**config.mk**
```make
export PLATFORM = sky130hd
export DESIGN_NAME = cpu_ctrl_seq
export DESIGN_NICKNAME = d
export VERILOG_FILES = /design/src/rtl/cpu_pkg.sv /design/src/rtl/cpu_wait_ctr.sv /design/src/rtl/cpu_ctrl_seq.sv
export SDC_FILE = /design/constraint.sdc
export NUM_CORES = 1
export LEC_CHECK = 0
export CAP_MARGIN = 20
export CORE_MARGIN = 2
export CORE_UTILIZATION = 45
export CTS_BUF_LIST = sky130_fd_sc_hd__clkbuf_16
export DETAILED_ROUTE_END_ITERATION = 16
export HOLD_SLACK_MARGIN = 0.1
export PLACE_DENSITY = 0.84
export SYNTH_ARGS = -nofsm -noshare
export SYNTH_HDL_FRONTEND = slang
export SYNTH_SLANG_ARGS = --single-unit
```
**constraint.sdc**
```tcl
create_clock -name clk -period 3.1 [get_ports clk]
set_input_delay 0.62 -clock clk [delete_from_list [all_inputs] [get_ports clk]]
set_output_delay 0.62 -clock clk [all_outputs]
set_load 0.1 [all_outputs]
```
**src/rtl/cpu_pkg.sv**
```systemverilog
// cpu_pkg: shared constants for the 8-bit accumulator CPU microsequencer.
//   - state encodings (4-bit, reported on the debug state port)
//   - opcode values (upper nibble of IR)
//   - A-register bus source select encodings
//   - is_mem_op(): opcodes that perform an operand memory access in E1
package cpu_pkg;

    localparam logic [3:0] ST_IDLE = 4'd0;
    localparam logic [3:0] ST_F0   = 4'd1;
    localparam logic [3:0] ST_F1   = 4'd2;
    localparam logic [3:0] ST_E0   = 4'd3;
    localparam logic [3:0] ST_E1   = 4'd4;
    localparam logic [3:0] ST_E2   = 4'd5;
    localparam logic [3:0] ST_HALT = 4'd6;
    localparam logic [3:0] ST_WAIT = 4'd7;

    localparam logic [3:0] OP_NOP = 4'd0;
    localparam logic [3:0] OP_LDA = 4'd1;
    localparam logic [3:0] OP_ADD = 4'd2;
    localparam logic [3:0] OP_SUB = 4'd3;
    localparam logic [3:0] OP_STA = 4'd4;
    localparam logic [3:0] OP_LDI = 4'd5;
    localparam logic [3:0] OP_JMP = 4'd6;
    localparam logic [3:0] OP_JC  = 4'd7;
    localparam logic [3:0] OP_JZ  = 4'd8;
    localparam logic [3:0] OP_OUT = 4'd14;
    localparam logic [3:0] OP_HLT = 4'd15;

    localparam logic [1:0] ASRC_MEM = 2'd0;
    localparam logic [1:0] ASRC_ALU = 2'd1;
    localparam logic [1:0] ASRC_IMM = 2'd2;

    function automatic logic is_mem_op(input logic [3:0] op);
        return (op == OP_LDA) || (op == OP_ADD) || (op == OP_SUB) || (op == OP_STA);
    endfunction

endpackage

```
**src/rtl/cpu_wait_ctr.sv**
```systemverilog
// cpu_wait_ctr: memory wait-state down-counter.
// Loaded with WAIT_MEM on the cycle before a memory cycle begins, then counts
// down while the memory cycle is in progress; last is high when the count has
// reached zero, i.e. in the final cycle of the stretched memory access.
// Ports:
//   clk   in  core clock
//   rst   in  asynchronous active-high reset (count clears to 0)
//   load  in  reload count with WAIT_MEM
//   en    in  decrement (saturates at 0)
//   last  out terminal count reached
module cpu_wait_ctr #(
    parameter int unsigned WAIT_MEM = 0
) (
    input  logic clk,
    input  logic rst,
    input  logic load,
    input  logic en,
    output logic last
);
    import cpu_pkg::*;

    localparam logic [2:0] WAIT_INIT = 3'(WAIT_MEM);

    logic [2:0] cnt_q;

    always_ff @(posedge clk or posedge rst) begin
        if (rst) begin
            cnt_q <= 3'd0;
        end else if (load) begin
            cnt_q <= WAIT_INIT;
        end else if (en && (cnt_q != 3'd0)) begin
            cnt_q <= cnt_q - 3'd1;
        end
    end

    assign last = (cnt_q == 3'd0);

endmodule

```
**src/rtl/cpu_ctrl_seq.sv**
```systemverilog
// cpu_ctrl_seq: fetch/execute microsequencer for the 8-bit accumulator CPU.
// Drives the datapath control strobes (MAR, memory, IR, PC, A/B, ALU, OUT)
// from the state register, the current opcode and the C/Z flags (Moore).
// Optional feature macro: CTRL_SINGLE_STEP_EN -- when defined, step_mode=1
// parks the sequencer in WAIT after every instruction until step is pulsed or
// step_mode is cleared. Without it step_mode/step are ignored.
// Ports:
//   clk, rst                 clock, async active-high reset
//   start                    leave IDLE/HALT and fetch
//   opcode[OP_W-1:0]         IR upper nibble, valid from E0 onward
//   flag_c, flag_z           ALU flags, sampled in E0 only
//   step_mode, step          single-step controls
//   mar_ld_pc..out_ld        datapath strobes
//   a_src[1:0]               A bus source (0 mem, 1 ALU, 2 IR[3:0])
//   instr_done, illegal      per-instruction status pulses
//   halted, state[3:0]       status / debug
//
// state | meaning
// IDLE  | after reset, waiting for start
// F0    | MAR <- PC
// F1    | memory read into IR, PC+1 (wait-stretched)
// E0    | decode; single-cycle ops complete here
// E1    | operand memory access (wait-stretched)
// E2    | ALU result into A, flags latched
// HALT  | stopped by HLT, waiting for start
// WAIT  | single-step hold between instructions
module cpu_ctrl_seq #(
    parameter int unsigned WAIT_MEM = 0,
    parameter int unsigned OP_W     = 4
) (
    input  logic            clk,
    input  logic            rst,
    input  logic            start,
    input  logic [OP_W-1:0] opcode,
    input  logic            flag_c,
    input  logic            flag_z,
    input  logic            step_mode,
    input  logic            step,
    output logic            mar_ld_pc,
    output logic            mar_ld_ir,
    output logic            mem_rd,
    output logic            mem_wr,
    output logic            ir_ld,
    output logic            pc_inc,
    output logic            pc_ld,
    output logic            a_ld,
    output logic [1:0]      a_src,
    output logic            b_ld,
    output logic            alu_sub,
    output logic            flags_ld,
    output logic            out_ld,
    output logic            instr_done,
    output logic            illegal,
    output logic            halted,
    output logic [3:0]      state
);
    import cpu_pkg::*;

    logic [3:0] state_q;
    logic [3:0] state_nxt;
    logic [3:0] done_nxt;
    logic [3:0] op;
    logic       wait_load;
    logic       wait_en;
    logic       wait_last;

    assign op = opcode[OP_W-1 -: 4];

    // Reload the wait counter one cycle before each memory cycle starts.
    assign wait_load = (state_q == ST_F0) || ((state_q == ST_E0) && is_mem_op(op));
    assign wait_en   = (state_q == ST_F1) || (state_q == ST_E1);

    cpu_wait_ctr #(.WAIT_MEM(WAIT_MEM)) u_wait_ctr (
        .clk  (clk),
        .rst  (rst),
        .load (wait_load),
        .en   (wait_en),
        .last (wait_last)
    );

`ifdef CTRL_SINGLE_STEP_EN
    assign done_nxt = step_mode ? ST_WAIT : ST_F0;
`else
    logic unused_step;
    assign unused_step = step_mode ^ step;
    assign done_nxt    = ST_F0;
`endif

    always_comb begin
        state_nxt = state_q;
        case (state_q)
            ST_IDLE: if (start) state_nxt = ST_F0;
            ST_F0:   state_nxt = ST_F1;
            ST_F1:   if (wait_last) state_nxt = ST_E0;
            ST_E0: begin
                if (is_mem_op(op))      state_nxt = ST_E1;
                else if (op == OP_HLT)  state_nxt = ST_HALT;
                else                    state_nxt = done_nxt;
            end
            ST_E1: begin
                if (wait_last) begin
                    if ((op == OP_ADD) || (op == OP_SUB)) state_nxt = ST_E2;
                    else                                  state_nxt = done_nxt;
                end
            end
            ST_E2:   state_nxt = done_nxt;
            ST_HALT: if (start) state_nxt = ST_F0;
`ifdef CTRL_SINGLE_STEP_EN
            ST_WAIT: if (!step_mode || step) state_nxt = ST_F0;
`endif
            default: state_nxt = ST_IDLE;
        endcase
    end

    always_ff @(posedge clk or posedge rst) begin
        if (rst) begin
            state_q <= ST_IDLE;
        end else begin
            state_q <= state_nxt;
        end
    end

    always_comb begin
        mar_ld_pc  = 1'b0;
        mar_ld_ir  = 1'b0;
        mem_rd     = 1'b0;
        mem_wr     = 1'b0;
        ir_ld      = 1'b0;
        pc_inc     = 1'b0;
        pc_ld      = 1'b0;
        a_ld       = 1'b0;
        a_src      = ASRC_MEM;
        b_ld       = 1'b0;
        alu_sub    = 1'b0;
        flags_ld   = 1'b0;
        out_ld     = 1'b0;
        instr_done = 1'b0;
        illegal    = 1'b0;
        case (state_q)
            ST_F0: mar_ld_pc = 1'b1;
            ST_F1: begin
                mem_rd = 1'b1;
                ir_ld  = wait_last;
                pc_inc = wait_last;
            end
            ST_E0: begin
                case (op)
                    OP_NOP: instr_done = 1'b1;
                    OP_LDA, OP_ADD, OP_SUB, OP_STA: mar_ld_ir = 1'b1;
                    OP_LDI: begin
                        a_ld       = 1'b1;
                        a_src      = ASRC_IMM;
                        instr_done = 1'b1;
                    end
                    OP_JMP: begin
                        pc_ld      = 1'b1;
                        instr_done = 1'b1;
                    end
                    OP_JC: begin
                        pc_ld      = flag_c;
                        instr_done = 1'b1;
                    end
                    OP_JZ: begin
                        pc_ld      = flag_z;
                        instr_done = 1'b1;
                    end
                    OP_OUT: begin
                        out_ld     = 1'b1;
                        instr_done = 1'b1;
                    end
                    OP_HLT: instr_done = 1'b1;
                    default: begin
                        illegal    = 1'b1;
                        instr_done = 1'b1;
                    end
                endcase
            end
            ST_E1: begin
                case (op)
                    OP_LDA: begin
                        mem_rd     = 1'b1;
                        a_ld       = wait_last;
                        instr_done = wait_last;
                    end
                    OP_ADD, OP_SUB: begin
                        mem_rd = 1'b1;
                        b_ld   = wait_last;
                    end
                    OP_STA: begin
                        mem_wr     = 1'b1;
                        instr_done = wait_last;
                    end
                    default: ;
                endcase
            end
            ST_E2: begin
                a_ld       = 1'b1;
                a_src      = ASRC_ALU;
                flags_ld   = 1'b1;
                alu_sub    = (op == OP_SUB);
                instr_done = 1'b1;
            end
            default: ;
        endcase
    end

    assign halted = (state_q == ST_HALT);
    assign state  = state_q;

endmodule

```
==> results_dict.tcl <==
set metrics [dict create \
    run_status "complete, but fails checks" \
    failed_checks "DRC" \
    routed_wire_length_per_instance_um 13.9 \
    achievable_freq_ghz 0.344 \
    clk_pin_slew_ps 40 \
    kind_of_start_point_of_the_critical_path "input port" \
    worst_setup_slack_after_layout_ps 194 \
    insertion_delay_ps 230 \
    synth_edf_count 0 \
    rr_worst_depth 5 \
    distinct_cell_type_count_of_the_synthesized_netlist 41 \
    worstSetupEndpointType "output pin" \
    final_hold_viol_count 0 \
    period_minus_slack_ps 2910 \
    grt_antenna_before_repair 0 \
    cts_repair_resize_count 0 \
    place_worst_setup_slack_ps 195 \
    chipWidth_um 45.3 \
    chipHeight_um 45.3 \
    wl_met2_um 905 \
    synth_seq_area_share_pct 19.5 \
    synth_area_leader "sky130_fd_sc_hd__dfrtp_1" \
    drive_above_1_share_pct 42.4 \
    cts.sinks 6 \
    clockBufferDepth 2 \
    die_area_um2 2050 \
    via_count_of_the_first_global_routing_pass 698 \
    hold_ws_ps 571 \
    crit-reg2reg-launch "u_wait_ctr.cnt_q[0]" \
    cts_max_level 1 \
    ff2ff_setup_slack_ps 1370 \
    post_drt_via_cell_ratio 5.56 \
    grt_pass1_wl_um 3110 \
    grt.total_usage_pct 21.0 \
    maxCapViolCount 0 \
    drt_iter0_drc 15 \
    crit_path_max_incr_delay_ps 550 \
    timing.hold.worst.start "u_wait_ctr.cnt_q[0]" \
    cts_root_buffer "sky130_fd_sc_hd__clkbuf_16" \
    arrival_ps 2290 \
    synthesis.area_per_instance_um2 8.26 \
    grt_total_ovfl 0 \
    setup.worst_path.class "in2out" \
    boundaryPins 32 \
    gp_congestion 0.816 \
    vdd_drop_max_mv 0.716 \
    synth_largest_type_area_fraction_pct 19.5 \
    slew-limit-headroom_pct 66.5 \
    via_count_of_the_routed_design 745 \
    routed_wirelength_um 1870 \
    critical_path_buf_inv_count 3 \
    m1WireLength_um 861 \
    drc 1 \
    tritoncts.num_buffers 3 \
    antenna_violating_nets_post_route 0 \
    setup-tns-final_ps 0 \
    crit_chain "clkdlybuf4s50_1 > buf_4 > nor3b_2 > and3_1 > and2_1 > buf_12" \
    worstHoldEndpoint "u_wait_ctr.cnt_q[0]" \
    synthArstFlopShare_pct 100 \
    numPortBuffers 28 \
    cts_post_setup_buffers_inserted 0 \
    tightestPinTransition_ps 489 \
    power.leakage_nw 0.519 \
    finalClockSkew_ps 0.368 \
    core.rowCount 14 \
    worst_ep_required_time_ps 2480 \
    synthesis.area_um2 768 \
    register_bit_total_from_synthesis 6 \
    cts.hold.buffers_added 0 \
    fin_crit_sh_pct 93.7 \
    core_area_um2 1560 \
    grt_max_degree 15 \
    regToRegEndpoint "state[0]" \
    hpwlAfterDp_um 1430 \
    met3RoutedLength_um 67 \
    fin_nets 132 \
    top_signal_layer_used "met4" \
    power_density_nw_per_um2 1060 \
    cp_top_delay_family "buffers and inverters" \
    grt_setup_unrepaired "no" \
    synth_cells 93 \
    slowest_stage "sky130_fd_sc_hd__clkdlybuf4s50_1" \
    hold_class "reg2reg" \
    synthesis.nets 106 \
    tritoncts_clock_tree "built" \
    synthToLayoutAreaGrowth_pct 60.7 \
    hold_depth 2 \
    synth_area_leaders "sky130_fd_sc_hd__dfrtp_1, sky130_fd_sc_hd__nor2_1, sky130_fd_sc_hd__inv_1" \
    drv_slew 0 \
    drt_first_pass_iters 12 \
    synth_flop_cell "sky130_fd_sc_hd__dfrtp_1" \
    floorplan.initialDensity_pct 49.3 \
    setup_viol 0 \
    insertedDiodeCount 0 \
    ys_warn_count 0 \
    cp.depth 6 \
    worst-path-max-fanout 7 \
]
## state kept, by name, indices dropped and copies added, names as in the netlist
register / count
state: 3
u_wait_ctr.cnt_q: 3
## how the worst max path moves through the flow
stage,start,endpoint,slack (ps)
2_1_floorplan,opcode[2],mar_ld_ir,20
3_3_place_gp,opcode[2],b_ld,220
3_5_place_dp,opcode[2],b_ld,190
4_1_cts,opcode[2],b_ld,190
5_1_grt,opcode[2],b_ld,100
6_report,opcode[2],b_ld,190
## cell families after synthesis
logic type	Yosys count	share of synthesized area [%]
compound gates	20	21.5
simple gates	41	36.8
xor+xnor	3	3.42
mux	1	1.30
buf+inv	19	13.7
fa+ha+maj	2	3.26
other cells	1	0.488
flops	6	19.5
## metal layers
metal | track usage, % | vias to the layer above
met1 | 26.6 | 347
met2 | 34.3 | 20
li1 | - | 375
met5 | 0 | -
met4 | 10.6 | 0
met3 | 3.20 | 3
## stage by stage
step | cell area, um2 | std cells | power [mW] | util (%)
6_report | 1230 | 134 | 1.31 | 79.2
2_1_floorplan | 817 | 93 | 0.884 | -
4_1_cts | 1230 | 134 | 1.32 | 79.2
3_3_place_gp | 1160 | 130 | 1.09 | 74.2
5_1_grt | 1230 | 134 | 1.36 | 79.2
3_5_place_dp | 1160 | 130 | 1.10 | 74.2
## cells in the mapped netlist, types with 2 or more instances
cell type and n:
sky130_fd_sc_hd__o21ai_0 3, sky130_fd_sc_hd__buf_4 4, sky130_fd_sc_hd__ha_1 2, sky130_fd_sc_hd__dfrtp_1 6, sky130_fd_sc_hd__and3_1 5, sky130_fd_sc_hd__a41oi_1 2, sky130_fd_sc_hd__and4bb_2 2, sky130_fd_sc_hd__a211oi_1 2
sky130_fd_sc_hd__nor2b_1 3, sky130_fd_sc_hd__a21oi_1 4, sky130_fd_sc_hd__xnor2_1 2, sky130_fd_sc_hd__buf_2 3, sky130_fd_sc_hd__nand3_1 3, sky130_fd_sc_hd__nand2_1 3, sky130_fd_sc_hd__nand2b_1 2, sky130_fd_sc_hd__a2111oi_0 2
sky130_fd_sc_hd__nor2_1 12, sky130_fd_sc_hd__inv_1 9, sky130_fd_sc_hd__buf_6 2
## area by class of cell
class | instances | area, um2
multi-input cells | 68 | 558
repair buffers | 31 | 390
fillers | 86 | 324
flip-flops and latches | 6 | 154
clock buffers | 3 | 75.1
inverters | 9 | 33.8
well taps | 16 | 20.0
clock inverters | 1 | 3.75
## cells in the final DEF, fill, tap and decap left out, types with 3 or more instances in the layout
master and n:
sky130_fd_sc_hd__buf_4 12, sky130_fd_sc_hd__buf_12 11, sky130_fd_sc_hd__inv_1 10, sky130_fd_sc_hd__nor2_1 9, sky130_fd_sc_hd__clkdlybuf4s50_1 8, sky130_fd_sc_hd__and3_1 4
sky130_fd_sc_hd__a21oi_1 4, sky130_fd_sc_hd__nand2_1 3, sky130_fd_sc_hd__nand3_1 3, sky130_fd_sc_hd__nor2b_1 3, sky130_fd_sc_hd__nor2_2 3, sky130_fd_sc_hd__clkbuf_16 3
sky130_fd_sc_hd__dfrtp_2 3, sky130_fd_sc_hd__dfrtp_1 3
## tightest hold or removal path, cell delays in order, from the launching register on
cell and delay (ps):
sky130_fd_sc_hd__dfrtp_1 360, sky130_fd_sc_hd__xnor2_1 120, sky130_fd_sc_hd__nor2_1 40
## power by group
group / total, mW / switching, mW / internal, mW
Clock: 0.216 / 0.0483 / 0.168
Combinational: 0.923 / 0.674 / 0.250
Sequential: 0.169 / 0.0697 / 0.0996
Power figures use the tool's default switching activity.
